===== config.mk =====
export PLATFORM = sky130hd
export DESIGN_NAME = key_schedule_ctrl
export DESIGN_NICKNAME = d
export VERILOG_FILES = /design/src/rtl/key_schedule_ctrl.sv
export SDC_FILE = /design/constraint.sdc
export NUM_CORES = 2
export LEC_CHECK = 0
export CAP_MARGIN = 20
export CORE_ASPECT_RATIO = 1.75
export CORE_MARGIN = 4
export CORE_UTILIZATION = 41
export CTS_CLUSTER_SIZE = 30
export DETAILED_ROUTE_END_ITERATION = 6
export PLACE_DENSITY = 0.59
export SKIP_LAST_GASP = 1
export SYNTH_ARGS = -nofsm -noshare
export SYNTH_HDL_FRONTEND = slang
export SYNTH_SLANG_ARGS = --single-unit

===== constraint.sdc =====
create_clock -name clk -period 13.3 [get_ports clk]
set_input_delay 2.66 -clock clk [delete_from_list [all_inputs] [get_ports clk]]
set_output_delay 2.66 -clock clk [all_outputs]
set_load 0.02 [all_outputs]

===== src/rtl/key_schedule_ctrl.sv =====
// Sequencer for the single-round AES key expansion block: drives Nr rounds and keeps rk[0..Nr] in a register file.
// Optional watchdog on the round-block handshake is compiled in with `define KEY_SCHED_TIMEOUT_EN.
module key_schedule_ctrl #(
  parameter int KEY_LENGTH = 128,
  parameter int Nr         = 10,
  parameter int I_STEP     = 4,
  parameter int TIMEOUT    = 15
) (
  input  logic                  clk,
  input  logic                  reset,
  input  logic                  start,
  input  logic [KEY_LENGTH-1:0] key_in,
  output logic                  busy,
  output logic                  done,
  output logic                  keys_valid,
  output logic                  rnd_i_valid,
  output logic [7:0]            rnd_i,
  output logic [KEY_LENGTH-1:0] rnd_key,
  input  logic                  rnd_o_valid,
  input  logic [KEY_LENGTH-1:0] rnd_sched,
  input  logic [3:0]            rk_rd_addr,
  output logic [KEY_LENGTH-1:0] rk_rd_data,
  output logic                  err
);

  typedef enum logic [1:0] {S_IDLE, S_ISSUE, S_WAIT, S_DONE} state_t;

  localparam logic [3:0] LAST  = 4'(Nr);
  localparam logic [7:0] STEP8 = 8'(I_STEP);

  state_t                state;
  logic [3:0]            r;
  logic [KEY_LENGTH-1:0] rk [0:Nr];

  logic                  rk_we;
  logic [3:0]            rk_wa;
  logic [KEY_LENGTH-1:0] rk_wd;

  // The cipher key lands in rk[0] on acceptance; every round result lands in rk[r].
  assign rk_we = ((state == S_IDLE) && start) || ((state == S_WAIT) && rnd_o_valid);
  assign rk_wa = (state == S_IDLE) ? 4'd0 : r;
  assign rk_wd = (state == S_IDLE) ? key_in : rnd_sched;

  // NOTE: the key store has no reset branch; contents only matter once keys_valid
  // is set, and leaving it out keeps the array as plain enabled flops/RAM.
  always_ff @(posedge clk) begin
    if (reset && rk_we) rk[rk_wa] <= rk_wd;
  end

  assign rk_rd_data = (rk_rd_addr <= LAST) ? rk[rk_rd_addr] : '0;

`ifdef KEY_SCHED_TIMEOUT_EN
  localparam int WCW = $clog2(TIMEOUT + 1);
  logic [WCW-1:0] wait_cnt;
`else
  assign err = 1'b0;
`endif

  // NOTE: all state and registered outputs use non-blocking assignments so every
  // flop samples pre-edge values regardless of statement order.
  always_ff @(posedge clk) begin
    if (!reset) begin
      state       <= S_IDLE;
      r           <= '0;
      busy        <= 1'b0;
      done        <= 1'b0;
      keys_valid  <= 1'b0;
      rnd_i_valid <= 1'b0;
      rnd_i       <= '0;
      rnd_key     <= '0;
`ifdef KEY_SCHED_TIMEOUT_EN
      err         <= 1'b0;
      wait_cnt    <= '0;
`endif
    end else begin
      done        <= 1'b0;
      rnd_i_valid <= 1'b0;
      case (state)
        S_IDLE: begin
          if (start) begin
            rnd_key     <= key_in;
            r           <= 4'd1;
            keys_valid  <= 1'b0;
            busy        <= 1'b1;
            rnd_i_valid <= 1'b1;
            rnd_i       <= STEP8;
            state       <= S_ISSUE;
`ifdef KEY_SCHED_TIMEOUT_EN
            err         <= 1'b0;
`endif
          end
        end
        S_ISSUE: begin
          state <= S_WAIT;
`ifdef KEY_SCHED_TIMEOUT_EN
          wait_cnt <= '0;
`endif
        end
        S_WAIT: begin
          if (rnd_o_valid) begin
            rnd_key <= rnd_sched;
            if (r == LAST) begin
              done       <= 1'b1;
              keys_valid <= 1'b1;
              state      <= S_DONE;
            end else begin
              // Strobe is raised on the way into ISSUE so it is high for that whole cycle.
              r           <= r + 4'd1;
              rnd_i       <= 8'({4'd0, r + 4'd1} * STEP8);
              rnd_i_valid <= 1'b1;
              state       <= S_ISSUE;
            end
          end
`ifdef KEY_SCHED_TIMEOUT_EN
          else if (wait_cnt == WCW'(TIMEOUT - 1)) begin
            err   <= 1'b1;
            done  <= 1'b1;
            busy  <= 1'b0;
            state <= S_IDLE;
          end else begin
            wait_cnt <= wait_cnt + WCW'(1);
          end
`endif
        end
        S_DONE: begin
          busy  <= 1'b0;
          state <= S_IDLE;
        end
        default: state <= S_IDLE;
      endcase
    end
  end

endmodule

After elaboration in Yosys (flattened, before gate mapping)
Memories as Yosys holds them, arrays and structs flattened.
Index checks and enable logic that the tools add are counted.
- register bits: 146
- RAM bits: 1408
- input port bits: 264
- output and inout bits: 269
- logic and storage cells: 63
- memories kept: 1
- $add $sub $neg: 1
- magnitude comparators: 1
- equality and inequality tests: 8
- muxes and demuxes: 31
- reductions and logical operators: 13
- memory list (memory ; depth ; width ; rd ports ; clocked after memory_dff ; write ports ; line ; source):
    rk ; 11 ; 128 ; 1 ; 0 ; 1 ; 33 ; logic [KEY_LENGTH-1:0] rk [0:Nr];
- operator list (operator ; count):
    $mux W128 ; 4
    $pmux W128 S2 ; 1
    $mux W8 ; 3
    $mux W4 ; 4
    $pmux W8 S2 ; 1
    $mux W1 ; 10
    $pmux W2 S4 ; 1
    $pmux W4 S2 ; 1
    $reduce_and A4 Y1 ; 2
    $mux W2 ; 3
    $ne A2 B2 Y1 const B ; 3
    $pmux W1 S2 ; 3
    $reduce_and A3 Y1 ; 2
    $add A4 B1 Y4 const B ; 1
    $eq A2 B2 Y1 const B ; 2
    $eq A4 B4 Y1 const B ; 1
    $le A4 B4 Y1 const B ; 1
    $reduce_and A2 Y1 ; 2
    $reduce_bool A2 Y1 ; 2
    $logic_and A1 B1 Y1 ; 3
    $eq A2 B1 Y1 const B ; 1
    $logic_not A2 Y1 ; 1
    $ne A2 B1 Y1 const B ; 1
    $logic_or A1 B1 Y1 ; 1

Logic depth before layout (Yosys ltp)
- word-level depth: 6
- gate-level depth with buffers: 9
- depth with buffers taken out: 6

Worst setup path before layout
OpenSTA, ideal clock, no wires.
- path kind: in2reg
- start point: input port reset
- end point: memory rk[5][0] (enable)
- setup time: 772 ps
- arrival time: 11818 ps
- required time: 12528 ps
- slack: 711 ps
- stages: 3
- path buffers: 0
- cell sequence: nand2_1 > or4_1 > nor3_1
- longest elaborated chain between the ends: 3
- ends and longest elaborated chain (item ; line ; source):
    start, declared ; 10 ; input logic reset,
    $logic_and A1 B1 Y1 ; 47 ; if (reset && rk_we) rk[rk_wa] <= rk_wd;
    $mux W1 ; 47 ;
    $mux W1 (not written as such) ; 47 ;
    end, declared ; 33 ;
No other way between the ends.

Worst setup path after layout
- start point: input port rk_rd_addr[1]
- end point: output port rk_rd_data[63]
- longest elaborated chain between the ends: 2
- elaborated cells between the ends (all ways): 3
- those cells by class: 1 x order compare; 1 x mux; 1 x memory
- ends and longest elaborated chain (item ; line ; source):
    start, declared ; 21 ; input logic [3:0] rk_rd_addr,
    $mem_v2 Z11 W128 / $le A4 B4 Y1 (equally long branches) ; - ;
    $mux W128 * ; 50 ; assign rk_rd_data = (rk_rd_addr <= LAST) ? rk[rk_rd_addr] : '0;
    end, declared ; 22 ; output logic [KEY_LENGTH-1:0] rk_rd_data,
Mark *: on every way between the ends. The rest lies on a longest branch, timed or not.

==> run metrics <==
nature of the critical path endpoint output port; detailed placer's ending HPWL 89800 um; DRC Markers 0; critical path's largest stage delay around 0.73 ns; max_cap viols 0; #FFs+latches synth 1546; GP Congestion 0.726; Least-Margin Pin Slew about 1.2 ns; vias per cell 5.48; WHS Endpoint busy; antenna viol nets, final 0; Final period util around two thirds; I/O Buffers 527; Startpoint Class input pin; vias in the first global route 36300; clock-pin slew on the worst setup and hold paths 0.06 ns; Num CTS Buffers 144; CP max stage cell buf_4; Area Overhead vs Synth 18.7%; FF-to-FF setup slack 8.93 ns; antenna violations before repair 5; gr ovfl total 0; Root Driver clkbuf_16; Initial Utilization 41.4%; most frequent cells in the layout edfxtp_1 (1408), clkdlybuf4s50_1 (523), nand2_1 (340); Die Wd 302 um; GRT Overall Usage between 10% and 20%; CP Max Fanout 68; unrepaired setup endpoints after global routing false; layout cells sized above 1 16.8%; largest net degree at the start of global routing 134; Post-Syn Area roughly 0.062 mm2; Tmin final 9.11 ns; Worst EP required roughly 11 ns; critical path arrival roughly 6.5 ns; Cell Chain, Critical Path buf_8 > buf_4 > buf_4 > mux4_2 > nor2b_1 > o31ai_1 > clkdlybuf4s50_1; PwrDens approximately 140 mW/mm2; YS warnings 0; row count approximately 190; Synth cell types 38; htree depth 4; FMAX roughly 0.11 GHz; Hold Path Depth 2; DIE AREA between 0.15 and 0.2 mm2; worst hold path type reg2reg; Finished Core Util 49.1%; Setup Fix Bufs, Post-CTS 0; status complete, no violations; clk_lat worst skew 0.76 ns; R2R depth 7; vias 34600; CTS resizes 0; reg2reg start state[1]; first-iteration detailed-routing DRC count about 2500; Detailed Routing Iterations Pass 1 5; drt total wl 159000 um; most frequent CP cell buf_4; worst vdd ir between 0.0001 and 0.00015 V; clk buf depth 3; final setup vio count 0; hold_buf cts 0; fin nets roughly 4500; Fill cells 12600; CTS tree done; core footprint between 0.15 and 0.2 mm2; num ports 533; clk sinks 1546; Die Y 523 um; Setup TNS 0 ns; Post-Syn Instances roughly 3700; FF-to-FF End rk[6][80]; detail-routed net length per standard cell ~25 um; Final Hold Viols 0; clk_skew 0.0210 ns; max_slew headroom 23.3%; Hold Slack 0.470 ns; min-delay src busy; sequential-to-total area share from yosys stat 72.5%; mean post-synth cell area 16.8 um2; kind of critical path in2out; most common cell after layout, fill and taps aside edfxtp_1; final count of pins violating max slew 0; global-route wire length before repair ~230000 um; leakage 24.2 nW
layout make-up:
| cell class | instances | area [um2] | share of cell area (%) |
|---|---|---|---|
| clock buffer | 182 | 3840 | 5.20 |
| tap | 1995 | 2500 | 3.38 |
| timing repair buffer | 595 | 5910 | 8.01 |
| clock inverter | 80 | 632 | 0.856 |
| multi-input combinational | 1904 | 15800 | 21.5 |
| antenna | 3 | 7.51 | 0.0102 |
| sequential | 1546 | 45000 | 61.0 |
| inverter | 5 | 23.8 | 0.0322 |
worst max-delay path by stage:
stage                        from             end  slack [ns]  cells after the start
detailed placement  rk_rd_addr[1]  rk_rd_data[63]        4.07                      7
finish              rk_rd_addr[1]  rk_rd_data[63]        4.19                      7
floorplan                   reset        rk[5][0]        0.71                      3
global route        rk_rd_addr[1]  rk_rd_data[63]        3.99                      7
global placement    rk_rd_addr[1]  rk_rd_data[63]        4.10                      7
CTS                 rk_rd_addr[1]  rk_rd_data[63]        4.06                      7
cells in the mapped netlist, drive strengths merged:
cell type / count / area share [%]
mux2: 294 / 5.3
dfxtp: 138 / 4.4
buf: 135 / 1.5
nand3b: 1 / 0.012
mux4: 128 / 4.6
nor3: 94 / 0.76
mux2i: 309 / 5.0
o22ai: 128 / 1.3
nand4b: 1 / 0.014
xnor2: 1 / 0.014
conb: 1 / 0.0060
a311oi: 128 / 1.8
and2: 2 / 0.020
or4: 2 / 0.024
ha: 2 / 0.040
clkinv: 1 / 0.0060
edfxtp: 1408 / 68
a211oi: 90 / 1.1
or2: 2 / 0.020
clkbuf: 125 / 0.76
nand3: 3 / 0.024
o21ai: 42 / 0.34
nand2: 341 / 2.1
nand2b: 5 / 0.050
and3: 1 / 0.010
o31ai: 38 / 0.46
a21oi: 9 / 0.072
nor2: 148 / 0.90
nand4: 1 / 0.010
inv: 4 / 0.024
nor2b: 129 / 1.3
metal layers:
layer,part of all wire (%),GRT usage (%),routed length (um)
met5,0.0082,0,13
met2,50,34.2,79000
met3,5.8,3.38,9140
met1,43,26.2,67700
met4,1.9,5.11,2970
per-stage QoR:
step / power, mW / area [um2] / std cells / worst slack [ns]
final: 10.5 / 73800 / 6310 / 4.19
after global routing: 10.8 / 73800 / 6308 / 3.99
after CTS: 10.6 / 73800 / 6306 / 4.06
after detailed placement: 6.63 / 69300 / 6044 / 4.07
after global placement: 6.61 / 69300 / 6044 / 4.10
after floorplan: 6.17 / 62200 / 3715 / 0.711
state kept, by name, summed over array words and instances, names as in the netlist:
signal	flops
state	2
busy	1
keys_valid	1
rk	1408
rnd_key	128
rnd_i_valid	1
r	4
done	1
critical path, delay by kind of cell:
family	cells	cell delay, ns
AOI/OAI and AO/OA	1	0.50
muxes	1	0.34
and+or+nand+nor	1	0.05
buffers and inverters	4	2.64
power breakdown:
| group | internal [mW] | switching [mW] | total [mW] |
|---|---|---|---|
| logic | 0.422 | 0.616 | 1.04 |
| registers | 5.44 | 0.0300 | 5.47 |
| clock network | 2.16 | 1.80 | 3.96 |
| total | 8.03 | 2.44 | 10.5 |
kinds of logic (layout without fill, tap and decap cells):
| group | count (synthesis) | after routing | share of synthesized area, % |
|---|---|---|---|
| flops | 1546 | 1546 | 72.5 |
| mux | 731 | 731 | 14.9 |
| simple gates | 730 | 730 | 5.20 |
| compound gates | 435 | 435 | 5.05 |
| buf+inv | 265 | 862 | 2.30 |
| fa+ha+maj | 2 | 2 | 0.0402 |
| other cells | 1 | 8 | 0.00603 |
| xor+xnor | 1 | 1 | 0.0141 |
Power figures use the tool's default switching activity.
